### src/rtl/wisc_pkg.sv
// rtl/wisc_pkg.sv - shared widths, opcodes and IF/ID bundle for the phase-2 pipeline
package wisc_pkg;

    localparam int INSTR_W = 16;
    localparam int ADDR_W  = 16;

    localparam logic [3:0]         OPC_HLT      = 4'hF;
    localparam logic [INSTR_W-1:0] BUBBLE_INSTR = 16'h0000;

    // IF/ID pipeline bundle; decode consumes the same layout
    typedef struct packed {
        logic [INSTR_W-1:0] instr;
        logic [ADDR_W-1:0]  pc2;
        logic               valid;
    } ifid_t;

    localparam ifid_t IFID_BUBBLE = '{instr: BUBBLE_INSTR, pc2: 16'h0000, valid: 1'b0};

    typedef enum logic {
        ST_FETCH  = 1'b0,
        ST_HALTED = 1'b1
    } fetch_state_t;

    // True when the word carries the halt opcode in its top nibble
    function automatic logic is_hlt(input logic [INSTR_W-1:0] word);
        return word[INSTR_W-1 -: 4] == OPC_HLT;
    endfunction

endpackage

### src/rtl/fetch_stage_pc_reg.sv
// rtl/fetch_stage_pc_reg.sv - program counter register with load enable
import wisc_pkg::*;

module pc_reg #(
    parameter int                WIDTH     = ADDR_W,
    parameter logic [WIDTH-1:0]  RESET_VAL = '0
) (
    input  logic             clk,
    input  logic             rst_n,
    input  logic             we,
    input  logic [WIDTH-1:0] d,
    output logic [WIDTH-1:0] q
);

    // Load d when enabled; reset forces the boot address immediately
    always_ff @(posedge clk or negedge rst_n) begin
        if (!rst_n) begin
            q <= RESET_VAL;
        end else if (we) begin
            q <= d;
        end
    end

endmodule

### src/rtl/fetch_stage.sv
// rtl/fetch_stage.sv - instruction fetch with PC, HLT detection and IF/ID register
import wisc_pkg::*;

module fetch_stage #(
    parameter logic [ADDR_W-1:0] PC_RESET = 16'h0000
) (
    input  logic               clk,
    input  logic               rst_n,
    input  logic               stall_i,
    input  logic               redirect_i,
    input  logic [ADDR_W-1:0]  redirect_pc_i,
    output logic [ADDR_W-1:0]  imem_addr_o,
    input  logic [INSTR_W-1:0] imem_data_i,
    output logic [ADDR_W-1:0]  pc_o,
    output logic [INSTR_W-1:0] ifid_instr_o,
    output logic [ADDR_W-1:0]  ifid_pc2_o,
    output logic               ifid_valid_o,
    output logic               halt_fetched_o
);

    logic [ADDR_W-1:0] pc;
    logic [ADDR_W-1:0] pc_plus2;
    logic [ADDR_W-1:0] pc_d;
    logic              pc_we;
    logic              fetched_hlt;
    fetch_state_t      state;
    ifid_t             ifid;

    // Sequential successor wraps silently at the top of the address space
    assign pc_plus2    = pc + ADDR_W'(2);
    assign fetched_hlt = is_hlt(imem_data_i);

    // PC update: redirect beats stall; a fetched HLT parks the PC on itself
    always_comb begin
        pc_we = 1'b0;
        pc_d  = pc_plus2;
        if (redirect_i) begin
            pc_we = 1'b1;
            pc_d  = redirect_pc_i;
        end else if (!stall_i && state == ST_FETCH && !fetched_hlt) begin
            pc_we = 1'b1;
            pc_d  = pc_plus2;
        end
    end

    pc_reg #(
        .WIDTH     (ADDR_W),
        .RESET_VAL (PC_RESET)
    ) u_pc_reg (
        .clk   (clk),
        .rst_n (rst_n),
        .we    (pc_we),
        .d     (pc_d),
        .q     (pc)
    );

    // Fetch/halt FSM with the IF/ID register and halt flag as registered outputs
    always_ff @(posedge clk or negedge rst_n) begin
        if (!rst_n) begin
            state          <= ST_FETCH;
            ifid           <= IFID_BUBBLE;
            halt_fetched_o <= 1'b0;
        end else if (redirect_i) begin
            // Squashes whatever was fetched on the wrong path, including a HLT
            state          <= ST_FETCH;
            ifid           <= IFID_BUBBLE;
            halt_fetched_o <= 1'b0;
        end else if (!stall_i) begin
            case (state)
                ST_FETCH: begin
                    ifid <= '{instr: imem_data_i, pc2: pc_plus2, valid: 1'b1};
                    if (fetched_hlt) begin
                        state          <= ST_HALTED;
                        halt_fetched_o <= 1'b1;
                    end
                end
                ST_HALTED: begin
                    ifid <= IFID_BUBBLE;
                end
                default: begin
                    state <= ST_FETCH;
                    ifid  <= IFID_BUBBLE;
                end
            endcase
        end
    end

    assign pc_o         = pc;
    assign imem_addr_o  = pc;
    assign ifid_instr_o = ifid.instr;
    assign ifid_pc2_o   = ifid.pc2;
    assign ifid_valid_o = ifid.valid;

endmodule

### config.mk
export PLATFORM = sky130hd
export DESIGN_NAME = fetch_stage
export DESIGN_NICKNAME = d
export VERILOG_FILES = /design/src/rtl/wisc_pkg.sv /design/src/rtl/fetch_stage_pc_reg.sv /design/src/rtl/fetch_stage.sv
export SDC_FILE = /design/constraint.sdc
export NUM_CORES = 1
export LEC_CHECK = 0
export CORE_MARGIN = 3
export CORE_UTILIZATION = 44
export CTS_BUF_LIST = sky130_fd_sc_hd__clkbuf_4
export CTS_CLUSTER_DIAMETER = 40
export DETAILED_ROUTE_END_ITERATION = 8
export PLACE_DENSITY = 0.79
export SLEW_MARGIN = 5
export SYNTH_ARGS = -nofsm -noshare
export SYNTH_HDL_FRONTEND = slang
export SYNTH_SLANG_ARGS = --single-unit
### constraint.sdc
create_clock -name clk -period 2 [get_ports clk]
set_input_delay 0.6 -clock clk [delete_from_list [all_inputs] [get_ports clk]]
set_output_delay 0.6 -clock clk [all_outputs]
set_load 0.02 [all_outputs]
* Word level (Yosys, flattened, before mapping)
Cells that the tools add are included.
W data, S select, Z words.
** Cells by class
- Add/subtract/negate cells :: 1
- Bitwise logic cells :: 1
- Reduce and logical (&&, ||, !) cells :: 6
- Muxes and demuxes :: 14
- Equal/unequal tests :: 3
** Operator list (number)
- $mux W33 :: 2
- $pmux W33 S2 :: 1
- $add A16 B2 Y16 const B :: 1
- $mux W16 :: 1
- $mux W1 :: 10
- $eq A4 B4 Y1 const B :: 1
- $reduce_and A3 Y1 :: 1
- $logic_and A1 B1 Y1 :: 2
- $logic_not A1 Y1 :: 2
- $ne A2 B1 Y1 const B :: 1
- $ne A2 B2 Y1 const B :: 1
- $reduce_bool A2 Y1 :: 1
- $not A1 Y1 :: 1
** Word-level totals
- Bits of input ports :: 36
- Flip-flop bits (word level) :: 51
- Output and inout bits :: 66
- Word-level logic and storage cells :: 31

* Logic depth before layout (Yosys ltp)
- Depth after elaboration :: 5
- Depth in mapped cells :: 6
- Gate-level depth less buffers :: 5

* Modules after synthesis
A second synthesis with hierarchy kept.
** Unflattened totals
- Cell total of the unflattened synthesis :: 190
- Area, all modules :: 2471.1 um2
** By module, submodules not included
- fetch_stage :: instances 1, area each 1821.7 um2, cells an instance 156, seq. area each 875.8 um2
- pc_reg :: instances 1, area each 649.4 um2, cells an instance 34, seq. area each 400.4 um2

* Least setup slack after synthesis
No wires, ideal clock.
- Kind :: input port to flip-flop
- From :: input stall_i
- To :: register u_pc_reg.q[8]
- Buffers on the path :: 1
- Setup time :: 0.069 ns
- Stages :: 5
- Arrival time :: 1.865 ns
- Path slack :: 0.066 ns
- Data required time :: 1.931 ns
- Path through :: or2_0 clkbuf_1 nor4_2 or4b_1 nand3_1
** On the way
- Longest elaborated chain between the ends :: 5
** Ends and longest elaborated chain
- from (decl) :: RTL line fetch_stage.sv:9 : input logic stall_i,
- $logic_not A1 Y1
- $logic_and A1 B1 Y1 (2 in series) :: RTL line fetch_stage.sv:40 : end else if (!stall_i && state == ST_FETCH && !fetched_hlt) begin
- $mux W1 :: RTL line fetch_stage.sv:40
- $mux W1 :: RTL line fetch_stage.sv:37 : if (redirect_i) begin
- to (signal assigned) :: RTL line fetch_stage_pc_reg.sv:18 : q <= RESET_VAL;
- to (signal assigned) :: RTL line fetch_stage_pc_reg.sv:20 : q <= d;
- to (decl) :: RTL line fetch_stage_pc_reg.sv:12 : output logic [WIDTH-1:0] q
No other way between the ends.
A chain may end at the register's enable or synchronous reset.

* Final worst setup path
- From :: register ifid (netlist bit ifid_instr_o[11])
- To :: output ifid_instr_o[11]
** RTL lines
- from (decl) :: RTL line fetch_stage.sv:27 : ifid_t ifid;
- from (signal assigned) :: RTL line fetch_stage.sv:71 : ifid <= '{instr: imem_data_i, pc2: pc_plus2, valid: 1'b1};
- to (decl) :: RTL line fetch_stage.sv:15 : output logic [INSTR_W-1:0] ifid_instr_o,
No word-level cell between the ends.

==> metrics.yaml <==
routing:
  dr_total_vias: 2154
  met2RoutedLength_um: 3300
  routed_wl_um: 6814
  wl_met3_um: 391
  vias_per_cell: 5.319
  firstDrtPassIters: 4
  wirelength_met1_um: 2976
  post_drt_wl_per_cell_um: 16.82
  drt_first_iter_violations: 152
  route.top_layer_used: "met4"
  final_antenna_net_count: 0
  route.detailed.drc: 0
placement:
  io_buffer_count: 101
  detailedPlacementHpwl_um: 4869
  dp_slack_ps: -250.4
  gpl.final_weighted_congestion: 0.8582
final_layout:
  design.final.nets: 371
  post_route_cells_drive_above_1_share_pct: 12.24
  layout_fillers: 424
  antenna_cells: 0
  syn_to_final_growth_pct: 50.28
  finalCoreUtilization_pct: 70.68
worst_setup_path:
  critPathArrivalTime_ps: 1380
  critical_path_required_ps: 1400
  critical_path.endpoint_type: "primary output"
  cp-start-kind: "register"
  critical_path.cell_chain: "clkdlybuf4s50_1"
  slowest_delay_ps: 630
  criticalPathCategory: "reg2out"
  critical-path-top-delay-family: "buffers and inverters"
  crit_path_top_delay_cell: "sky130_fd_sc_hd__clkdlybuf4s50_1"
  critical_path_buf_inv_count: 1
  critical_path.max_fanout: 2
grt:
  number_of_global_route_vias_before_repair: 2150
  grt_pass1_wl_um: 10690
  globalRouteTotalUtil_pct: 21.09
  grt-ovfl-total: 0
  initial_antenna_violation_count: 0
  grt_start_max_net_pins: 52
run_status:
  run_status: "complete, no violations"
floorplanning:
  die_ht_um: 81.06
  die-area_um2: 6570
  fp.dieW_um: 81.06
  placeableCoreArea_um2: 5270
  placementRows: 26
  floorplan.initialDensity_pct: 47.03
  io_pins: 102
timing:
  tightestPinTransition_ps: 375.6
  hold_ws_ps: 196.5
  setup_viol: 0
  post_route_setup_slack_ps: 24.76
  slew_headroom_pct: 74.90
  slew_violations: 0
  fmax_mhz: 506.3
  min_period_over_period_pct: 98.76
  fin_crit_ps: 1975
  final_hold_viol_count: 0
  timing.clock.skew_ps: 3.542
clocking:
  clock_sink_count: 51
  h-tree-depth: 2
  tritoncts_clock_tree: "built"
  cts_made_buffers: 5
  buffer_cell_driving_the_clock_tree_root: "sky130_fd_sc_hd__clkbuf_4"
  postCtsSetupRepairBufs: 0
  clk-insertion-delay-late_ps: 370
  cts-root-to-sink-buffers: 2
  clk_pin_slew_ps: 150
run:
  max_cap_violations: 0
power:
  max-vdd-ir-drop_uv: 445.8
  finalPower_mw: 2.487
  static-leakage-power_nw: 2.106
  pwr_density_cell_nw_per_um2: 667.7
yosys:
  synthDominantCellAreaShare_pct: 51.49
  post_synth_inst_count: 234
  ys_top_cells_by_count: "sky130_fd_sc_hd__dfrtp_1, sky130_fd_sc_hd__a22o_1, sky130_fd_sc_hd__nand2_1, sky130_fd_sc_hd__buf_4, sky130_fd_sc_hd__nor2_1"
  synthesis.yosys.warnings: 0
  yosysMostFrequentCell: "sky130_fd_sc_hd__dfrtp_1"
  synthesis.area_um2: 2479
  netlist-cell-type-count: 36
  synthesis.nets: 271
  synth_edf_count: 0
  synth_largest_area_cell: "sky130_fd_sc_hd__dfrtp_1"
  ys.flop_type: "sky130_fd_sc_hd__dfrtp_1"
  synthArstFlopShare_pct: 100.0
  synth_area_leaders: "sky130_fd_sc_hd__dfrtp_1, sky130_fd_sc_hd__a22o_1, sky130_fd_sc_hd__buf_4"
  syn-mean-instance-area_um2: 10.59
  ys_seq_elements: 51
  seq_area_frac_synth_pct: 51.49
hold_path:
  worstHoldPathType: "in2async"
power breakdown:
group          internal [mW]  total [mW]  switching, mW
registers               1.11        1.20         0.0825
clock network          0.264       0.598          0.334
logic                  0.325       0.693          0.368
per-stage QoR:
stage / TNS [ps] / std cells / cell area, um^2
after global placement: -2799 / 397 / 3603
after CTS: 0 / 405 / 3646
final: 0 / 405 / 3725
after detailed placement: -4252 / 397 / 3603
after floorplan: 0 / 234 / 2479
after global routing: -22.30 / 405 / 3725
layer usage:
layer | up-vias | track usage (%)
met5 | - | 0
met4 | 0 | 6.926
met3 | 14 | 4.656
met2 | 75 | 33.58
met1 | 1037 | 28.58
li1 | 1028 | -
kinds of logic (layout without fill, tap and decap cells):
family,count (synthesis),in the layout,synth area share (%)
compound gates,53,53,16.30
xor+xnor,19,19,6.714
fa+ha+maj,1,1,0.5047
buf+inv,36,137,8.329
flops,51,51,51.49
mux,4,4,1.666
simple gates,70,70,14.99
layout by cell type, fill, tap and decap left out, types with 2 or more instances in the layout:
cell type                         count
sky130_fd_sc_hd__o21ai_0             11
sky130_fd_sc_hd__nor2b_1              2
sky130_fd_sc_hd__nor2_1              12
sky130_fd_sc_hd__buf_12               3
sky130_fd_sc_hd__dlygate4sd2_1       33
sky130_fd_sc_hd__nand3_1              6
sky130_fd_sc_hd__dlymetal6s2s_1      31
sky130_fd_sc_hd__nor3_1               4
sky130_fd_sc_hd__a31oi_1              4
sky130_fd_sc_hd__nand4_1              5
sky130_fd_sc_hd__a22oi_1              2
sky130_fd_sc_hd__a22o_1              30
sky130_fd_sc_hd__dfrtp_2              4
sky130_fd_sc_hd__mux2i_1              3
sky130_fd_sc_hd__xnor2_1             11
sky130_fd_sc_hd__nor4_1               6
sky130_fd_sc_hd__dfrtp_1             47
sky130_fd_sc_hd__inv_1                4
sky130_fd_sc_hd__xor2_1               8
sky130_fd_sc_hd__nand2_1             20
sky130_fd_sc_hd__clkbuf_4             5
sky130_fd_sc_hd__buf_4               21
sky130_fd_sc_hd__or3_1                3
sky130_fd_sc_hd__and4_1               3
sky130_fd_sc_hd__clkdlybuf4s50_1     36
cell type report:
cell class | count | area [um^2] | share of cell area [%]
Tap cell | 70 | 87.58 | 2.351
Timing Repair Buffer | 125 | 1260 | 33.83
Inverter | 4 | 15.01 | 0.4031
Clock buffer | 5 | 37.54 | 1.008
Clock inverter | 3 | 42.54 | 1.142
Sequential cell | 51 | 1281 | 34.40
Multi-Input combinational cell | 147 | 1001 | 26.87
worst paths after layout:
| path | from | to | slack, ps | depth (start not counted) |
|---|---|---|---|---|
| worst max register to register | u_pc_reg.q[3]$_DFFE_PN0P_ | u_pc_reg.q[14]$_DFFE_PN0P_ | 150 | 4 |
| worst min register to register | ifid_valid_o$_DFFE_PN0P_ | ifid_valid_o$_DFFE_PN0P_ | 500 | 1 |
| max in group asynchronous | rst_n | u_pc_reg.q[14]$_DFFE_PN0P_ | 1570 | 2 |
| worst min-delay path | rst_n | ifid_instr_o[4]$_DFFE_PN0P_ | 200 | 2 |
| worst max-delay path | ifid_instr_o[11]$_DFFE_PN0P_ | ifid_instr_o[11] | 20 | 1 |
| min in group clk | ifid_valid_o$_DFFE_PN0P_ | ifid_valid_o$_DFFE_PN0P_ | 500 | 1 |
flip-flops by register name, indices dropped and copies added (netlist names):
signal and cells:
u_pc_reg.q 16, ifid_pc2_o 16, ifid_valid_o 1, state 1, ifid_instr_o 16, halt_fetched_o 1
timing repair:
item	CTS	global route
endpoints found under the hold margin	0	0
hold buffers	0	0
endpoints found under the setup margin	33	33
resized for setup	36	32
(Power assumes the default switching activity.)
